==> src/rtl/duc_fs4.sv <==
// duc_fs4 : fs/4 digital up-converter (transmit side of the fs/4 DDC).
//   Takes one complex baseband symbol every 4 Clk_160 cycles, holds it for
//   four output samples (x4 sample-hold interpolation), mixes with an fs/4
//   carrier (+I, -Q, -I, +Q) and emits one rounded, saturated 12-bit real IF
//   sample per cycle. A PRF tag rides with each symbol and emerges on the
//   phase-0 output sample of that symbol.
// Ports:
//   Clk_160        clock (DAC sample rate)
//   Rst            synchronous active-high reset
//   Data_I_in/Q_in 20-bit signed baseband sample
//   Data_valid_in  input valid; transfer on Data_valid_in && Data_ready_out
//   Data_ready_out holding register empty (registered)
//   Prf_in         PRF tag, sampled on a transfer
//   Data_out       12-bit signed IF sample
//   Data_valid_out Data_out valid
//   Prf_out        pulse on phase-0 output of a tagged symbol
//   Underflow      pulse when no symbol is ready at a RUN symbol boundary
//   Underflow_cnt  16-bit saturating underflow count (only with
//                  DUC_UNDERFLOW_STAT_EN defined)
module duc_fs4 #(
  parameter int unsigned OUT_SHIFT = 8,
  parameter int unsigned IDLE_SYMS = 4
) (
  input  logic        Clk_160,
  input  logic        Rst,
  input  logic [19:0] Data_I_in,
  input  logic [19:0] Data_Q_in,
  input  logic        Data_valid_in,
  output logic        Data_ready_out,
  input  logic        Prf_in,
  output logic [11:0] Data_out,
  output logic        Data_valid_out,
  output logic        Prf_out,
  output logic        Underflow
`ifdef DUC_UNDERFLOW_STAT_EN
  ,
  output logic [15:0] Underflow_cnt
`endif
);

  typedef enum logic {S_IDLE, S_RUN} state_t;

  localparam int unsigned CW = $clog2(IDLE_SYMS + 1);
  localparam logic signed [21:0] RND = 22'sd1 <<< (OUT_SHIFT - 1);

  state_t             state_q, state_d;
  logic [1:0]         phase_q, phase_d;
  logic [19:0]        hold_re_q, hold_re_d, hold_im_q, hold_im_d;
  logic               hold_prf_q, hold_prf_d, hold_full_q, hold_full_d;
  logic               rdy_q, rdy_d;
  logic [19:0]        act_re_q, act_re_d, act_im_q, act_im_d;
  logic               act_prf_q, act_prf_d;
  logic [CW-1:0]      urun_q, urun_d;
  logic               uflow_q, uflow_d;
  logic signed [20:0] mix_q, mix_d;
  logic               mix_vld_q, mix_vld_d, mix_prf_q, mix_prf_d;
  logic [11:0]        dout_q, dout_d;
  logic               dvld_q, dvld_d, prf_q, prf_d;

  logic               accept, load;
  logic signed [20:0] ext_re, ext_im;
  logic signed [21:0] rsum, shifted;

  // Control: symbol handshake, hold/active registers and RUN/IDLE FSM.
  always_comb begin
    state_d     = state_q;
    phase_d     = phase_q;
    hold_re_d   = hold_re_q;
    hold_im_d   = hold_im_q;
    hold_prf_d  = hold_prf_q;
    hold_full_d = hold_full_q;
    act_re_d    = act_re_q;
    act_im_d    = act_im_q;
    act_prf_d   = act_prf_q;
    urun_d      = urun_q;
    uflow_d     = 1'b0;
    load        = 1'b0;
    accept      = Data_valid_in && rdy_q;

    case (state_q)
      S_IDLE: begin
        phase_d = 2'd0;
        if (hold_full_q) begin
          load    = 1'b1;
          state_d = S_RUN;
        end
      end
      S_RUN: begin
        phase_d = phase_q + 2'd1;
        if (phase_q == 2'd3) begin
          if (hold_full_q) begin
            load   = 1'b1;
            urun_d = '0;
          end else begin
            uflow_d   = 1'b1;
            act_re_d  = '0;
            act_im_d  = '0;
            act_prf_d = 1'b0;
            if (urun_q == CW'(IDLE_SYMS - 1)) begin
              state_d = S_IDLE;
              urun_d  = '0;
            end else begin
              urun_d = urun_q + CW'(1);
            end
          end
        end
      end
      default: state_d = S_IDLE;
    endcase

    if (load) begin
      act_re_d    = hold_re_q;
      act_im_d    = hold_im_q;
      act_prf_d   = hold_prf_q;
      hold_full_d = 1'b0;
    end
    // Accept only happens while rdy_q=1, i.e. hold was empty last cycle, so
    // it never coincides with a load of the same holding register.
    if (accept) begin
      hold_re_d   = Data_I_in;
      hold_im_d   = Data_Q_in;
      hold_prf_d  = Prf_in;
      hold_full_d = 1'b1;
    end
    rdy_d = ~hold_full_d;
  end

  // Mixer: fs/4 carrier is the sequence +I, -Q, -I, +Q; 21-bit negation
  // keeps -(-2^19) exact.
  assign ext_re = $signed({act_re_q[19], act_re_q});
  assign ext_im = $signed({act_im_q[19], act_im_q});

  always_comb begin
    mix_d = '0;
    if (state_q == S_RUN) begin
      case (phase_q)
        2'd0:    mix_d = ext_re;
        2'd1:    mix_d = -ext_im;
        2'd2:    mix_d = -ext_re;
        default: mix_d = ext_im;
      endcase
    end
    mix_vld_d = (state_q == S_RUN);
    mix_prf_d = (state_q == S_RUN) && (phase_q == 2'd0) && act_prf_q;
  end

  // Output: round half up, arithmetic shift, saturate to 12 bits.
  assign rsum    = $signed({mix_q[20], mix_q}) + RND;
  assign shifted = rsum >>> OUT_SHIFT;

  always_comb begin
    if (shifted > 22'sd2047)       dout_d = 12'h7FF;
    else if (shifted < -22'sd2048) dout_d = 12'h800;
    else                           dout_d = shifted[11:0];
    if (!mix_vld_q) dout_d = '0;
    dvld_d = mix_vld_q;
    prf_d  = mix_prf_q;
  end

  always_ff @(posedge Clk_160) begin
    if (Rst) begin
      state_q     <= S_IDLE;
      phase_q     <= '0;
      hold_re_q   <= '0;
      hold_im_q   <= '0;
      hold_prf_q  <= 1'b0;
      hold_full_q <= 1'b0;
      rdy_q       <= 1'b0;
      act_re_q    <= '0;
      act_im_q    <= '0;
      act_prf_q   <= 1'b0;
      urun_q      <= '0;
      uflow_q     <= 1'b0;
      mix_q       <= '0;
      mix_vld_q   <= 1'b0;
      mix_prf_q   <= 1'b0;
      dout_q      <= '0;
      dvld_q      <= 1'b0;
      prf_q       <= 1'b0;
    end else begin
      state_q     <= state_d;
      phase_q     <= phase_d;
      hold_re_q   <= hold_re_d;
      hold_im_q   <= hold_im_d;
      hold_prf_q  <= hold_prf_d;
      hold_full_q <= hold_full_d;
      rdy_q       <= rdy_d;
      act_re_q    <= act_re_d;
      act_im_q    <= act_im_d;
      act_prf_q   <= act_prf_d;
      urun_q      <= urun_d;
      uflow_q     <= uflow_d;
      mix_q       <= mix_d;
      mix_vld_q   <= mix_vld_d;
      mix_prf_q   <= mix_prf_d;
      dout_q      <= dout_d;
      dvld_q      <= dvld_d;
      prf_q       <= prf_d;
    end
  end

`ifdef DUC_UNDERFLOW_STAT_EN
  logic [15:0] ucnt_q;

  always_ff @(posedge Clk_160) begin
    if (Rst)                            ucnt_q <= '0;
    else if (uflow_q && (ucnt_q != '1)) ucnt_q <= ucnt_q + 16'd1;
  end

  assign Underflow_cnt = ucnt_q;
`endif

  assign Data_ready_out = rdy_q;
  assign Data_out       = dout_q;
  assign Data_valid_out = dvld_q;
  assign Prf_out        = prf_q;
  assign Underflow      = uflow_q;

endmodule
==> config.mk <==
export PLATFORM = sky130hd
export DESIGN_NAME = duc_fs4
export DESIGN_NICKNAME = d
export VERILOG_FILES = /design/src/rtl/duc_fs4.sv
export SDC_FILE = /design/constraint.sdc
export NUM_CORES = 1
export LEC_CHECK = 0
export ABC_AREA = 1
export BUFFER_PORTS_ARGS = -buffer_cell sky130_fd_sc_hd__buf_4
export CORE_MARGIN = 4
export CORE_UTILIZATION = 45
export CTS_CLUSTER_SIZE = 14
export DETAILED_ROUTE_END_ITERATION = 8
export MAX_ROUTING_LAYER = met4
export PLACE_DENSITY = 0.66
export RECOVER_POWER = 25
export SETUP_SLACK_MARGIN = 0.05
export SKIP_LAST_GASP = 1
export SLEW_MARGIN = 5
export SYNTH_ARGS = -nofsm -noshare
export SYNTH_HDL_FRONTEND = slang
export SYNTH_SLANG_ARGS = --single-unit
==> constraint.sdc <==
create_clock -name Clk_160 -period 2.95 [get_ports Clk_160]
set_input_delay 0.59 -clock Clk_160 [delete_from_list [all_inputs] [get_ports Clk_160]]
set_output_delay 0.59 -clock Clk_160 [all_outputs]
set_load 0.01 [all_outputs]
==> results.cfg <==
[clocking]
cts_tree = yes
clk_pin_slew_worst_paths_ps = 50
numCtsBuffers = 17
hold_buffers = 0
cts_max_level = 4
cts_buffer_depth = 2
root_buffer = clkbuf_16
post-cts-setup-buffer-count = 0
insertion_delay_ps = 420
cts_resized = 0
cts_sinks = 121

[critical_path]
r2r-start = phase_q[0]
slowest_stage = clkbuf_1
r2r_end = act_im_q[4]
worstSetupPathType = primary input to register
crit_fanout = 47
ff2ff_path_depth = 7
crit_chain = buf_4 -> clkbuf_1 -> nor3_1 -> a32o_1
startpoint_type = primary input
cp.required_ps = 3260
endpoint_kind = register
arrival_ps = 2560
critPathMaxStageDelay_ps = 1400
ff2ff_setup_slack_ps = 1000
path_buf_inv = 2
crit_family = buffers and inverters

[synth]
seq_area_frac_synth_pct = 44.3
netlist_area_mm2 = 0.00547
yosys_warnings = 0
synth_top_family_by_area = simple AND/OR/NAND/NOR gates
synth_cell_type_count = 36
synth.avg_cell_area_um2 = 7.18
yosysTopAreaCell = dfxtp_1
async_reset_ff_share_pct = 0
synth_compound_area_share_pct = 17.3
synthMuxAreaShare_pct = 0
synth.ff_latch_count = 121
syn-instance-count = 761
synth-main-ff-cell = dfxtp_1
yosysMostFrequentCell = inv_1
synthAdderAreaFrac_pct = 1.37
syn-num-nets = 811
synth_top_cells_by_count = 137 x inv_1, 121 x dfxtp_1, 98 x nand2_1, 92 x nor2_1, 69 x a21oi_1
synth_edf_count = 0
synthTopCellsByArea = dfxtp_1 44%, inv_1 9.4%, nand2_1 6.7%, a21oi_1 6.3%, nor2_1 6.3%
synthSimpleGateAreaFrac_pct = 23.0
synth_xor_area_share_pct = 1.60
synth_top_area_share_pct = 44.3

[sta]
min_period_ps = 2250
tns_ps = 0
period_share_pct = 76.2
finalHoldViolations = 0
clock_skew_ps = 6.05
max_freq_ghz = 0.445
tightest_slew_ps = 1970
setup_viol = 0
rsz0062_at_grt = false
relSlewSlack_pct = -31.3
drv_slew = 48
holdWs_ps = 413

[global_routing]
grt_use_total_pct = 20.0
grt_use_met2_pct = 33.2
grt_overflow = 0
grt_pass1_wl_um = 22100
antenna_found_initial = 0
grt_busiest_layer = met2
grtUsageMet1_pct = 23.2
use_met3_pct = 4.78
grt_pass1_vias = 4752
grt_max_degree = 48

[power]
ir_worst_vdd_v = 0.000408
p_per_area_mw_per_mm2 = 604
leakagePower_nw = 2.87

[place]
dp_hpwl_um = 9690
routabilityCongestion = 0.894
dpl_cell_area_mm2 = 0.00600
io_buffers = 59

[hold_path]
hold_end = Prf_out
whs_path_depth = 2
worstHoldStart = mix_prf_q
holdCritPathClass = register to register

[route]
avgViaCountPerCell = 4.94
antenna_left = 0
vias = 4769
dr.pass1.iters = 5
wl_um = 12800
wl_per_cell_um = 13.3
drc_errors = 0
initialDrtViolationCount = 240

[die]
die_w_um = 118
die_y_um = 118
die_area_mm2 = 0.0140
initial_utilization_pct = 46.9
fp-row-count = 39
io_pins = 60
core-area_mm2 = 0.0117

[cells_and_area]
antenna_cells = 0
syn2layout_area_growth_pct = 19.7
final_nets = 861
layout-drive-gt1-share_pct = 16.3
stdcell_area_mm2 = 0.00655

[run_status]
outcome = complete, but fails checks
violations = max-capacitance violations, max-slew violations

[flow_run]
maxCapViolCount = 1
-- worst min-delay path: stages, from the launching register on --
cell	delay [ps]
dfxtp_1	290
inv_1	40
nor2_1	30
-- routing by layer --
layer	vias up	share of wire, %
li1	2520	-
met1	2142	46
met2	86	48
met3	21	3.7
met4	0	1.8
met5	-	0
-- cell type report --
cell class                 count  area [µm²]
fill                        1160        5110
clock buffer                  24         502
timing repair buffer          67         488
clock inverter                 7        66.3
multi-input combinational    465        2370
inverter                     139         522
tap                          143         179
sequential                   121        2420
-- registers in the layout, indices dropped and copies added, names as in the netlist, 2 cells and up --
name and count:
act_im_q 20, Data_out 12, phase_q 2, urun_q 3, mix_q 14, act_re_q 20
hold_re_q 20, hold_im_q 20
-- cells by family (layout without fill, tap and decap cells) --
| kind of cell | after synthesis | after routing |
|---|---|---|
| AO/OA/AOI/OAI | 168 | 168 |
| XOR/XNOR | 10 | 10 |
| adder cells (fa/ha/maj) | 6 | 6 |
| buffers and inverters | 175 | 237 |
| flip-flops | 121 | 121 |
| AND/OR/NAND/NOR | 281 | 281 |
-- worst max-delay path by stage --
stage               slack, ps  depth (start not counted)  startpoint      endpoint
finish                    700                          4         Rst     urun_q[1]
CTS                      1060                          7  phase_q[0]   act_im_q[4]
global placement         1120                          9    mix_q[8]  Data_out[11]
detailed placement       1060                          7  phase_q[0]   act_im_q[4]
floorplan                1340                          9    mix_q[7]   Data_out[0]
global route              470                          4         Rst     urun_q[1]
-- stage by stage --
stage,utilization (%),setup slack (ps),std cells,power [mW]
6_report,56.1,702,966,3.95
2_1_floorplan,-,1340,761,1.93
3_5_place_dp,51.4,1060,935,2.04
4_1_cts,56.3,1060,966,3.99
3_3_place_gp,51.4,1120,935,2.03
5_1_grt,56.1,466,966,4.12
-- where the power goes --
group,switching (mW),internal [mW],leakage [nW]
Combinational,0.185,0.110,1.60
Sequential,0.0223,1.69,0.983
Clock,0.692,1.26,0.282
Total,0.900,3.05,2.87
-- cells in the final DEF, fill, tap and decap left out, types with 2 or more instances in the layout --
master | netlist | layout
a21oi_1 | 69 | 69
a21oi_2 | 10 | 10
buf_4 | 0 | 63
clkbuf_1 | 28 | 6
clkbuf_16 | 0 | 17
clkbuf_8 | 0 | 5
clkinv_2 | 0 | 4
dfxtp_1 | 121 | 121
ha_1 | 6 | 6
inv_1 | 137 | 137
nand2_1 | 98 | 98
nand2_2 | 11 | 11
nand3_1 | 49 | 49
nand4_1 | 6 | 6
nand4_2 | 2 | 2
nor2_1 | 92 | 92
nor2_2 | 3 | 3
nor2_4 | 2 | 2
nor3_1 | 5 | 5
o211ai_1 | 4 | 4
o21ai_0 | 50 | 49
o22ai_1 | 31 | 31
or2_2 | 8 | 8
xnor2_1 | 3 | 3
xor2_1 | 7 | 7
No activity file was read; power rests on OpenSTA's default activity.
